[config.mk]
export PLATFORM = sky130hd
export DESIGN_NAME = mips_multicycle_ctrl
export DESIGN_NICKNAME = d
export VERILOG_FILES = /design/src/rtl/mips_multicycle_ctrl.sv
export SDC_FILE = /design/constraint.sdc
export NUM_CORES = 1
export LEC_CHECK = 0
export BUFFER_PORTS_ARGS = -buffer_cell sky130_fd_sc_hd__buf_2
export CAP_MARGIN = 25
export CORE_UTILIZATION = 35
export DETAILED_ROUTE_END_ITERATION = 10
export GPL_ROUTABILITY_DRIVEN = 1
export MAX_ROUTING_LAYER = met4
export PLACE_DENSITY = 0.76
export SLEW_MARGIN = 20
export SYNTH_ARGS = -nofsm -noshare
export SYNTH_HDL_FRONTEND = slang
export SYNTH_SLANG_ARGS = --single-unit
[constraint.sdc]
create_clock -name clk -period 2.8 [get_ports clk]
set_clock_uncertainty 0.1 [all_clocks]
set_input_delay 0.14 -clock clk [delete_from_list [all_inputs] [get_ports clk]]
set_output_delay 0.14 -clock clk [all_outputs]
set_load 0.02 [all_outputs]
[src/rtl/mips_multicycle_ctrl.sv]
// Main control FSM for the multicycle MIPS datapath: sequences fetch, decode,
// execute, memory and writeback, and stalls on the shared memory's ready handshake.
module mips_multicycle_ctrl #(
    parameter bit          MEM_WAIT_EN = 1'b1,
    parameter logic [5:0]  JR_FUNCT    = 6'b001000
) (
    input  logic       clk,
    input  logic       reset,
    input  logic [5:0] op,
    input  logic [5:0] funct,
    input  logic       zero,
    input  logic       mem_ready,
    output logic       iord,
    output logic       memwrite,
    output logic       irwrite,
    output logic       pcen,
    output logic       regdst,
    output logic       memtoreg,
    output logic       regwrite,
    output logic       bytesel,
    output logic       alusrca,
    output logic [1:0] alusrcb,
    output logic [1:0] aluop,
    output logic [1:0] pcsrc,
    output logic       illegal,
    output logic [3:0] state
);

    localparam logic [5:0] OP_RTYPE = 6'b000000;
    localparam logic [5:0] OP_J     = 6'b000010;
    localparam logic [5:0] OP_BEQ   = 6'b000100;
    localparam logic [5:0] OP_ADDI  = 6'b001000;
    localparam logic [5:0] OP_LW    = 6'b100011;
    localparam logic [5:0] OP_LBU   = 6'b100100;
    localparam logic [5:0] OP_SW    = 6'b101011;

    typedef enum logic [3:0] {
        S_FETCH  = 4'd0,
        S_DECODE = 4'd1,
        S_MEMADR = 4'd2,
        S_MEMRD  = 4'd3,
        S_MEMWB  = 4'd4,
        S_MEMWR  = 4'd5,
        S_EXEC   = 4'd6,
        S_ALUWB  = 4'd7,
        S_BRANCH = 4'd8,
        S_ADDIEX = 4'd9,
        S_ADDIWB = 4'd10,
        S_JUMP   = 4'd11,
        S_JR     = 4'd12
    } state_t;

    state_t     state_r;
    state_t     next_s;
    logic       ready_s;
    logic       pcwrite_s;
    logic       branch_s;
    logic       iord_s;
    logic       memwrite_s;
    logic       irwrite_s;
    logic       regdst_s;
    logic       memtoreg_s;
    logic       regwrite_s;
    logic       bytesel_s;
    logic       alusrca_s;
    logic [1:0] alusrcb_s;
    logic [1:0] aluop_s;
    logic [1:0] pcsrc_s;
    logic       illegal_s;

    assign ready_s = MEM_WAIT_EN ? mem_ready : 1'b1;

    // State register; reset abandons any instruction in flight.
    always_ff @(posedge clk or negedge reset) begin
        if (!reset) begin
            state_r <= S_FETCH;
        end else begin
            state_r <= next_s;
        end
    end

    // Next-state and Moore output decode.
    always_comb begin
        next_s     = state_r;
        pcwrite_s  = 1'b0;
        branch_s   = 1'b0;
        iord_s     = 1'b0;
        memwrite_s = 1'b0;
        irwrite_s  = 1'b0;
        regdst_s   = 1'b0;
        memtoreg_s = 1'b0;
        regwrite_s = 1'b0;
        bytesel_s  = 1'b0;
        alusrca_s  = 1'b0;
        alusrcb_s  = 2'b00;
        aluop_s    = 2'b00;
        pcsrc_s    = 2'b00;
        illegal_s  = 1'b0;
        case (state_r)
            S_FETCH: begin
                alusrcb_s = 2'b01;
                irwrite_s = ready_s;
                pcwrite_s = ready_s;
                if (ready_s) begin
                    next_s = S_DECODE;
                end else begin
                    next_s = S_FETCH;
                end
            end
            S_DECODE: begin
                alusrcb_s = 2'b11;
                case (op)
                    OP_LW, OP_LBU, OP_SW: next_s = S_MEMADR;
                    OP_RTYPE: begin
                        if (funct == JR_FUNCT) begin
                            next_s = S_JR;
                        end else begin
                            next_s = S_EXEC;
                        end
                    end
                    OP_BEQ:  next_s = S_BRANCH;
                    OP_ADDI: next_s = S_ADDIEX;
                    OP_J:    next_s = S_JUMP;
                    default: begin
                        next_s    = S_FETCH;
                        illegal_s = 1'b1;
                    end
                endcase
            end
            S_MEMADR: begin
                alusrca_s = 1'b1;
                alusrcb_s = 2'b10;
                if (op == OP_SW) begin
                    next_s = S_MEMWR;
                end else begin
                    next_s = S_MEMRD;
                end
            end
            S_MEMRD: begin
                iord_s = 1'b1;
                if (ready_s) begin
                    next_s = S_MEMWB;
                end else begin
                    next_s = S_MEMRD;
                end
            end
            S_MEMWB: begin
                memtoreg_s = 1'b1;
                regwrite_s = 1'b1;
                bytesel_s  = (op == OP_LBU);
                next_s     = S_FETCH;
            end
            S_MEMWR: begin
                // Strobe stays up until memory accepts the write.
                iord_s     = 1'b1;
                memwrite_s = 1'b1;
                if (ready_s) begin
                    next_s = S_FETCH;
                end else begin
                    next_s = S_MEMWR;
                end
            end
            S_EXEC: begin
                alusrca_s = 1'b1;
                aluop_s   = 2'b10;
                next_s    = S_ALUWB;
            end
            S_ALUWB: begin
                regdst_s   = 1'b1;
                regwrite_s = 1'b1;
                next_s     = S_FETCH;
            end
            S_BRANCH: begin
                alusrca_s = 1'b1;
                aluop_s   = 2'b01;
                pcsrc_s   = 2'b01;
                branch_s  = 1'b1;
                next_s    = S_FETCH;
            end
            S_ADDIEX: begin
                alusrca_s = 1'b1;
                alusrcb_s = 2'b10;
                next_s    = S_ADDIWB;
            end
            S_ADDIWB: begin
                regwrite_s = 1'b1;
                next_s     = S_FETCH;
            end
            S_JUMP: begin
                pcsrc_s   = 2'b10;
                pcwrite_s = 1'b1;
                next_s    = S_FETCH;
            end
            S_JR: begin
                pcsrc_s   = 2'b11;
                pcwrite_s = 1'b1;
                next_s    = S_FETCH;
            end
            default: begin
                next_s = S_FETCH;
            end
        endcase
    end

    // Strobes are forced low while reset is held, even though FETCH would raise them.
    assign irwrite  = irwrite_s & reset;
    assign pcen     = (pcwrite_s | (branch_s & zero)) & reset;
    assign regwrite = regwrite_s & reset;
    assign memwrite = memwrite_s & reset;
    assign illegal  = illegal_s & reset;
    assign iord     = iord_s;
    assign regdst   = regdst_s;
    assign memtoreg = memtoreg_s;
    assign bytesel  = bytesel_s;
    assign alusrca  = alusrca_s;
    assign alusrcb  = alusrcb_s;
    assign aluop    = aluop_s;
    assign pcsrc    = pcsrc_s;
    assign state    = state_r;

endmodule
==> flow_metrics.env, run 1 <==
export IMPL_overflow=0
export IMPL_maxCapViolations=0
export IMPL_tightest_slew_ps=527
export IMPL_die_w_um=44.8
export IMPL_port_buffers=35
export IMPL_outcome="complete, no violations"
export IMPL_synth_cell_types=38
export IMPL_synth_top_cells_by_area="dfrtp_1, nor3_1, nor4b_1, nor2_1, buf_6"
export IMPL_htreeDepth=1
export IMPL_synth_top_family_by_area="simple AND/OR/NAND/NOR gates"
export IMPL_fin_crit_sh=0.700
export IMPL_clock_path_buffers=2
export IMPL_fin_util=0.483
export IMPL_initial_core_util=0.372
export IMPL_rows=15
export IMPL_diodes=0
export IMPL_die_area_um2=2010
export IMPL_cts_buffers=3
export IMPL_critical_path_required_ps=2560
export IMPL_fin_nets=138
export IMPL_synth_area_mux_share=0.0175
export IMPL_fmax_mhz=510
export IMPL_rsz0062_at_grt="no"
export IMPL_cts_sinks=4
export IMPL_grt_usage=0.181
export IMPL_clkTransAtPathRegs_ps=40
export IMPL_synth_nets=103
export IMPL_timing_hold_ws_ps=177
export IMPL_drive_above_1_share=0.375
export IMPL_dr_pass1_iters=4
export IMPL_ant_nets=0
export IMPL_yosys_area_top_type_share=0.156
export IMPL_vias=762
export IMPL_synth_top_cell_by_area="dfrtp_1"
export IMPL_antenna_found_initial=0
export IMPL_fin_crit_ps=1960
export IMPL_power_density_nw_per_um2=649
export IMPL_synthAdderAreaFrac=0
export IMPL_drt_iter0_drc=18
export IMPL_endpoint_kind="primary output"
export IMPL_final_setup_tns_ps=0
export IMPL_synthSimpleGateAreaFrac=0.448
export IMPL_ir_drop_mv=0.283
export IMPL_cts_tree="built"
export IMPL_synthCells=87
export IMPL_gp_congestion=0.837
export IMPL_worst_path_max_fanout=17
export IMPL_grt_pass1_wl_um=2680
export IMPL_ys_warn_count=0
export IMPL_dp_hpwl_um=1260
export IMPL_finalSetupViolations=0
export IMPL_wl_per_cell_um=11.5
export IMPL_route_detailed_drc=0
export IMPL_ys_ff_latch=4
export IMPL_avgSynthCellArea_um2=7.38
export IMPL_arrival_ps=1720
export IMPL_ios=36
export IMPL_path_class="reg2out"
export IMPL_largest_reg_flops=4
export IMPL_relSlewSlack=0.649
export IMPL_drv_slew=0
export IMPL_syn_area_um2=642
export IMPL_cts_root_buf="clkbuf_4"
export IMPL_fillerInstances=207
export IMPL_coreArea_um2=1730
export IMPL_viasPerCell=5.26
export IMPL_yosysSeqAreaShare=0.156
export IMPL_synth_xor_area_share=0.0273
export IMPL_routed_wl_um=1670
export IMPL_power_leakage_nw=0.380
export IMPL_hold_class="in2async"
export IMPL_cts_setup_buffers=0
export IMPL_fp_dieH_um=44.8
export IMPL_grt_max_degree=18
export IMPL_setup_worst_path_start_class="register"
export IMPL_hold_viol=0
export IMPL_first_global_vias=639
export IMPL_area_delta_synth_final_pct=29.8
export IMPL_insertion_delay_ps=230
export IMPL_synth_compound_area_frac=0.259
==> cells in the final DEF (no fill, tap or decap), drive strengths merged, types with 2 or more instances in the layout <==
master,n
nor3,8
xnor2,2
a21oi,4
nand3,2
nor3b,2
o21ai,8
nor4b,4
nand2,7
buf,35
inv,3
nor2,9
dfrtp,4
and2,3
a31oi,2
nand2b,5
clkbuf,3
==> cells by family (layout without fill, tap and decap cells) <==
kind of cell,count (synthesis),after routing
simple gates,48,48
compound gates,23,23
mux,1,1
buf+inv,9,42
xor+xnor,2,2
flops,4,4
==> what timing repair did <==
action	CTS	global route
hold buffers	1	0
hold endpoints to repair	4	0
gates resized for setup	0	0
==> routing by layer <==
metal  vias up  global-route usage  part of all wire
met5         -                   -                 0
met3         0              0.0240             0.062
met4         0              0.0182                 0
met2        32               0.297              0.45
met1       333               0.245              0.49
li1        397                   -                 -
==> cell type report <==
cell class | count | area [um2] | share of cell area
well taps | 25 | 31.3 | 0.0375
clock buffers | 3 | 22.5 | 0.0270
flip-flops and latches | 4 | 100 | 0.120
repair buffers | 36 | 185 | 0.222
inverters | 3 | 11.3 | 0.0135
multi-input cells | 74 | 483 | 0.580
==> per-stage QoR <==
stage          area (um2)  setup slack (ps)  total power (W)  std cells
2_1_floorplan         642               898         0.000384         87
3_3_place_gp          801              1150         0.000468        141
3_5_place_dp          801              1080         0.000472        141
4_1_cts               833               835         0.000545        145
5_1_grt               833               660         0.000592        145
6_report              833               840         0.000541        145
==> report_power, final <==
part / leakage, nW / switching, W / internal [W]
clock: 0.0138 / 0.0000199 / 0.0000477
sequential: 0.0539 / 0.0000647 / 0.0000736
combinational: 0.312 / 0.000208 / 0.000127
==> Yosys cell counts, drive strengths merged <==
cell type  instances
o31ai              1
a41oi              1
or4                1
a41o               1
nor4               1
nor3b              2
nand3              2
and4b              1
a31oi              2
a2111oi            1
nand4b             1
o32ai              1
a21o               1
o211ai             1
and2               3
mux2               1
nand2b             5
nor3               8
nor2               9
o311ai             1
nor4b              4
xnor2              2
clkbuf             1
nand2              7
and3b              1
or4b               1
and4               1
a21oi              4
buf                5
o21ai              8
o21a               1
inv                3
dfrtp              4
nor2b              1
==> worst paths after layout <==
kind                                 from        to  slack, ps  cells after the start
worst min-delay path                reset  state[2]        180                      2
max in group asynchronous           reset  state[0]       2270                      2
worst min register to register   state[0]  state[3]        640                      2
worst max register to register   state[1]  state[1]       1200                      4
worst max-delay path             state[2]   bytesel        840                      4
min in group clk                mem_ready  state[0]        230                      4
==> critical path, stage by stage (launching register included) <==
cell	delay (ps)
dfrtp_1	660
nand2b_1	230
nor3_1	220
and4b_1	210
buf_2	160
Power figures use the tool's default switching activity.
==> run 2: changes to the inputs <==
--- a/config.mk
+++ b/config.mk
@@ -11,7 +11,7 @@
 export DETAILED_ROUTE_END_ITERATION = 10
 export GPL_ROUTABILITY_DRIVEN = 1
 export MAX_ROUTING_LAYER = met4
-export PLACE_DENSITY = 0.76
+export PLACE_DENSITY = 0.78
 export SLEW_MARGIN = 20
 export SYNTH_ARGS = -nofsm -noshare
 export SYNTH_HDL_FRONTEND = slang
==> constraint.sdc (replaced) <==
create_clock -name clk -period 1.75 [get_ports clk]
set_clock_uncertainty 0.1 [all_clocks]
set_input_delay 0.0875 -clock clk [delete_from_list [all_inputs] [get_ports clk]]
set_output_delay 0.0875 -clock clk [all_outputs]
set_load 0.02 [all_outputs]
==> run 2 against run 1 <==
Compared with the run above: via count rose by 4.9%; critical path type unchanged; highest routed layer unchanged; sequential power rose by 49%; hold slack got worse by 59 ps; critical endpoint is now pcen; critical path depth rose by 1; final cell count rose by 3.4%; global-route usage rose by 2.0 points; first-iteration DRC count fell by 11%; wire length rose by 10%; clock power rose by 69%; sequential cell count did not move; design area rose by 9.0%.
==> flow_metrics.env, run 2 (synthesis gave the netlist of run 1 again) <==
export IMPL_ios=36
export IMPL_ant_nets=0
export IMPL_p_seq_frac=0.213
export IMPL_clkTransAtPathRegs_ps=40
export IMPL_fp_dieH_um=44.8
export IMPL_diodes=0
export IMPL_overflow=0
export IMPL_relSlewSlack=0.743
export IMPL_first_global_vias=662
export IMPL_hold_viol=0
export IMPL_r2r_slack_ps=270
export IMPL_arrival_ps=1490
export IMPL_power_density_nw_per_um2=1060
export IMPL_power_leakage_nw=0.406
export IMPL_drive_above_1_share=0.480
export IMPL_critical_path_required_ps=1560
export IMPL_fillerInstances=189
export IMPL_route_detailed_drc=0
export IMPL_wl_per_cell_um=12.3
export IMPL_antenna_found_initial=0
export IMPL_area_delta_synth_final_pct=41.5
export IMPL_fin_crit_sh=0.957
export IMPL_cts_buffers=3
export IMPL_largest_reg_flops=4
export IMPL_cts_setup_buffers=0
export IMPL_multi_input_area_um2=517
export IMPL_outcome="complete, no violations"
export IMPL_rows=15
export IMPL_p_int_w=0.000452
export IMPL_dr_pass1_iters=4
export IMPL_cts_tree="built"
export IMPL_power_w=0.000966
export IMPL_register_area_um2=104
export IMPL_htreeDepth=1
export IMPL_die_area_um2=2010
export IMPL_place_area_um2=850
export IMPL_dpl_cell_count=146
export IMPL_worst_path_max_fanout=9
export IMPL_initial_core_util=0.372
export IMPL_switching_share=0.532
export IMPL_ir_drop_mv=0.415
export IMPL_switchingPower_w=0.000514
export IMPL_setup_worst_path_start_class="register"
export IMPL_die_w_um=44.8
export IMPL_stdcell_count=150
export IMPL_path_class="reg2out"
export IMPL_finalInstanceArea_um2=908
export IMPL_routed_wl_um=1840
export IMPL_gp_congestion=0.828
export IMPL_grt_max_degree=14
export IMPL_fin_util=0.526
export IMPL_maxCapViolations=0
export IMPL_clock_path_buffers=2
export IMPL_combinationalPowerShare=0.669
export IMPL_endpoint_kind="primary output"
export IMPL_dp_hpwl_um=1370
export IMPL_vias=799
export IMPL_port_buffers=35
export IMPL_cts_root_buf="clkbuf_4"
export IMPL_drv_slew=0
export IMPL_tightest_slew_ps=382
export IMPL_hold_class="in2async"
export IMPL_grt_usage=0.201
export IMPL_viasPerCell=5.33
export IMPL_final_common_cell="buf_2"
export IMPL_rsz0062_at_grt="no"
export IMPL_drt_iter0_drc=16
export IMPL_final_setup_tns_ps=0
export IMPL_clkPwrFrac=0.118
export IMPL_finalSetupViolations=0
export IMPL_fin_nets=143
export IMPL_coreArea_um2=1730
export IMPL_insertion_delay_ps=230
export IMPL_cts_sinks=4
export IMPL_fin_crit_ps=1680
export IMPL_fmax_mhz=597
export IMPL_final_cell_mix="buf_2, nand2_1, nor2_1"
export IMPL_grt_pass1_wl_um=2950
-- run 2: per-layer routing --
metal / up-vias / wire length (um) / part of all wire / track usage
met3: 0 / 113 / 0.061 / 0.0240
met5: - / 0 / 0 / -
li1: 406 / - / - / -
met4: 0 / 0 / 0 / 0.0727
met2: 37 / 955 / 0.52 / 0.329
met1: 356 / 775 / 0.42 / 0.254
-- run 2: what timing repair did --
action	4_1_cts	5_1_grt
hold endpoints to repair	4	0
gates resized for setup	1	8
gates cloned	0	0
setup endpoints to repair	1	8
hold buffers	1	0
-- run 2: per-stage QoR --
| step | worst slack (ps) | hold slack, ps |
|---|---|---|
| finish | 74.4 | 119 |
| floorplan | 108 | -308 |
| CTS | 20.1 | 111 |
| detailed placement | 233 | -177 |
| global placement | 237 | -177 |
| global route | 1.02 | 130 |
-- run 2: final timing paths --
check                           cells after the start  startpoint       end
worst max-delay path                                5    state[2]      pcen
worst min-delay path                                2       reset  state[0]
max in group asynchronous                           2       reset  state[3]
min in group clk                                    4    funct[4]  state[3]
worst max register to register                      4    state[1]  state[1]
worst min register to register                      2    state[0]  state[3]
-- run 2: power groups by stage --
stage	clock, W	sequential (W)	combinational (W)
3_5_place_dp	0	0.000187	0.000612
3_3_place_gp	0	0.000183	0.000611
4_1_cts	0.000116	0.000189	0.000620
5_1_grt	0.000129	0.000214	0.000698
2_1_floorplan	0	0.000185	0.000438
6_report	0.000114	0.000206	0.000646
-- run 2: final cells by class --
class	instances	area share
well taps	25	0.0344
inverters	3	0.0124
clock buffers	3	0.0248
multi-input cells	74	0.569
repair buffers	41	0.245
flip-flops and latches	4	0.114
-- run 2: critical path, cell delays in order (launching register included) --
cell and delay [ps]:
dfrtp_1 480, buf_4 220, o211ai_1 160, o21ai_0 90, and2_1 150, buf_2 150
==> run 3: changes to the inputs <==
--- a/config.mk
+++ b/config.mk
@@ -10,6 +10,7 @@
 export CORE_UTILIZATION = 35
 export DETAILED_ROUTE_END_ITERATION = 10
 export GPL_ROUTABILITY_DRIVEN = 1
+export HOLD_SLACK_MARGIN = 0.03
 export MAX_ROUTING_LAYER = met4
 export PLACE_DENSITY = 0.78
 export SLEW_MARGIN = 20
==> constraint.sdc (replaced) <==
create_clock -name clk -period 1.42 [get_ports clk]
set_clock_uncertainty 0.1 [all_clocks]
set_input_delay 0.071 -clock clk [delete_from_list [all_inputs] [get_ports clk]]
set_output_delay 0.071 -clock clk [all_outputs]
set_load 0.02 [all_outputs]
==> run 3 against run 2 <==
Compared with the run above: the flow now finishes with violations (negative setup slack); hold slack improved by 33 ps; total power increased by 120%; design area increased by 56%; wire length increased by 51%.
==> flow_metrics.env, run 3 (synthesis gave the netlist of run 1 again) <==
export IMPL_die_w_um=44.8
export IMPL_dr_pass1_iters=4
export IMPL_overflow=0
export IMPL_gp_congestion=0.889
export IMPL_tightest_slew_ps=395
export IMPL_largest_reg_flops=4
export IMPL_drt_iter0_drc=12
export IMPL_finalInstanceArea_um2=1420
export IMPL_setup_worst_path_start_class="register"
export IMPL_coreArea_um2=1730
export IMPL_viasPerCell=5.48
export IMPL_cts_sinks=4
export IMPL_grt_max_degree=11
export IMPL_fin_util=0.821
export IMPL_cts_root_buf="clkbuf_4"
export IMPL_hold_class="in2reg"
export IMPL_final_common_cell="buf_4"
export IMPL_finalSetupViolations=15
export IMPL_first_global_vias=885
export IMPL_fin_crit_sh=1.17
export IMPL_maxCapViolations=0
export IMPL_ios=36
export IMPL_routed_wl_um=2780
export IMPL_fin_crit_ps=1650
export IMPL_path_cells="nor4b_2, a31oi_1, o21ai_1, and2_2, buf_6"
export IMPL_clkTransAtPathRegs_ps=40
export IMPL_power_leakage_nw=0.632
export IMPL_cpMaxStageDelayCell="dfrtp_2"
export IMPL_fillerInstances=104
export IMPL_rsz0062_at_grt="yes"
export IMPL_setup_slack_ps=-234
export IMPL_relSlewSlack=0.735
export IMPL_ant_nets=0
export IMPL_outcome="finished, violations left"
export IMPL_htreeDepth=1
export IMPL_critical_path_required_ps=1250
export IMPL_clock_path_buffers=2
export IMPL_fin_nets=175
export IMPL_arrival_ps=1480
export IMPL_dpl_cell_count=164
export IMPL_port_buffers=35
export IMPL_power_density_nw_per_um2=1510
export IMPL_route_detailed_drc=0
export IMPL_path_class="reg2out"
export IMPL_cts_tree="built"
export IMPL_insertion_delay_ps=250
export IMPL_stdcell_count=183
export IMPL_initial_core_util=0.372
export IMPL_worst_path_largest_cell_delay_ps=450
export IMPL_area_delta_synth_final_pct=121
export IMPL_hold_viol=0
export IMPL_dp_hpwl_um=1740
export IMPL_antenna_found_initial=0
export IMPL_worst_path_max_fanout=6
export IMPL_drv_slew=0
export IMPL_endpoint_kind="primary output"
export IMPL_place_area_um2=1030
export IMPL_diodes=0
export IMPL_final_cell_mix="buf_4, buf_2, buf_6"
export IMPL_grt_usage=0.254
export IMPL_violations="negative setup slack"
export IMPL_crit_buf_inv=1
export IMPL_die_area_um2=2010
export IMPL_rows=15
export IMPL_wl_per_cell_um=15.2
export IMPL_vias=1003
export IMPL_fp_dieH_um=44.8
export IMPL_ir_drop_mv=0.777
export IMPL_drive_above_1_share=0.734
export IMPL_fmax_mhz=604
export IMPL_crit_family="simple AND/OR/NAND/NOR gates"
export IMPL_cts_buffers=3
export IMPL_grt_pass1_wl_um=3660
[run 3: cell count changes in the layout (fill, tap and decap cells not counted), sizes merged]
cell,delta
clkbuf,+1
buf,+32
[run 3: final timing paths]
check | from | end | slack, ps | depth (start not counted)
worst max-delay path | state[1] | pcen | -230 | 5
worst min-delay path | funct[4] | state[3] | 150 | 4
worst max register to register | state[1] | state[1] | -90 | 6
worst min register to register | state[2] | state[2] | 630 | 2
max in group asynchronous | reset | state[1] | 830 | 2
min in group asynchronous | reset | state[0] | 180 | 2
[run 3: layout make-up]
type / instances / area (um2) / share of cell area
timing repair buffer: 73 / 568 / 0.401
clock buffer: 4 / 26.3 / 0.0185
sequential: 4 / 105 / 0.0741
tap: 25 / 31.3 / 0.0221
inverter: 3 / 11.3 / 0.00794
multi-input combinational: 74 / 676 / 0.477
[run 3: per-layer routing]
layer | wire [um] | global-route usage | share of wire
met5 | 0 | - | 0
met4 | 44 | 0.0727 | 0.016
met3 | 161 | 0.0360 | 0.058
met2 | 1500 | 0.465 | 0.54
met1 | 1070 | 0.285 | 0.39
[run 3: worst reg2reg max path: cells and delay by family, from the launching register on]
kind / cells / cell delay [ps]
AOI/OAI and AO/OA: 2 / 350
buffers and inverters: 2 / 240
DFF: 1 / 430
muxes: 1 / 270
and+or+nand+nor: 1 / 50
[run 3: through the flow]
step           worst slack, ps  total power [W]  TNS [ps]  hold WS, ps
6_report                  -234          0.00214     -1850          151
5_1_grt                   -302          0.00224     -2750          188
4_1_cts                   -201          0.00169     -1410          118
3_5_place_dp             -95.0          0.00132      -236         -191
3_3_place_gp             -32.9          0.00128     -50.1         -190
2_1_floorplan            -91.5         0.000859      -143         -325
[run 3: what timing repair did]
item,CTS,global route
hold buffers,1,0
endpoints found under the setup margin,18,18
gates resized for setup,26,43
hold endpoints to repair,4,0
setup buffers,7,7
pin swaps,4,14
[run 3: power by group]
part / internal (W) / leakage (nW) / total [W] / switching (W)
sequential: 0.000153 / 0.0478 / 0.000240 / 0.0000868
clock: 0.000106 / 0.0150 / 0.000167 / 0.0000603
combinational: 0.000901 / 0.569 / 0.00173 / 0.000829
total: 0.00116 / 0.632 / 0.00214 / 0.000976
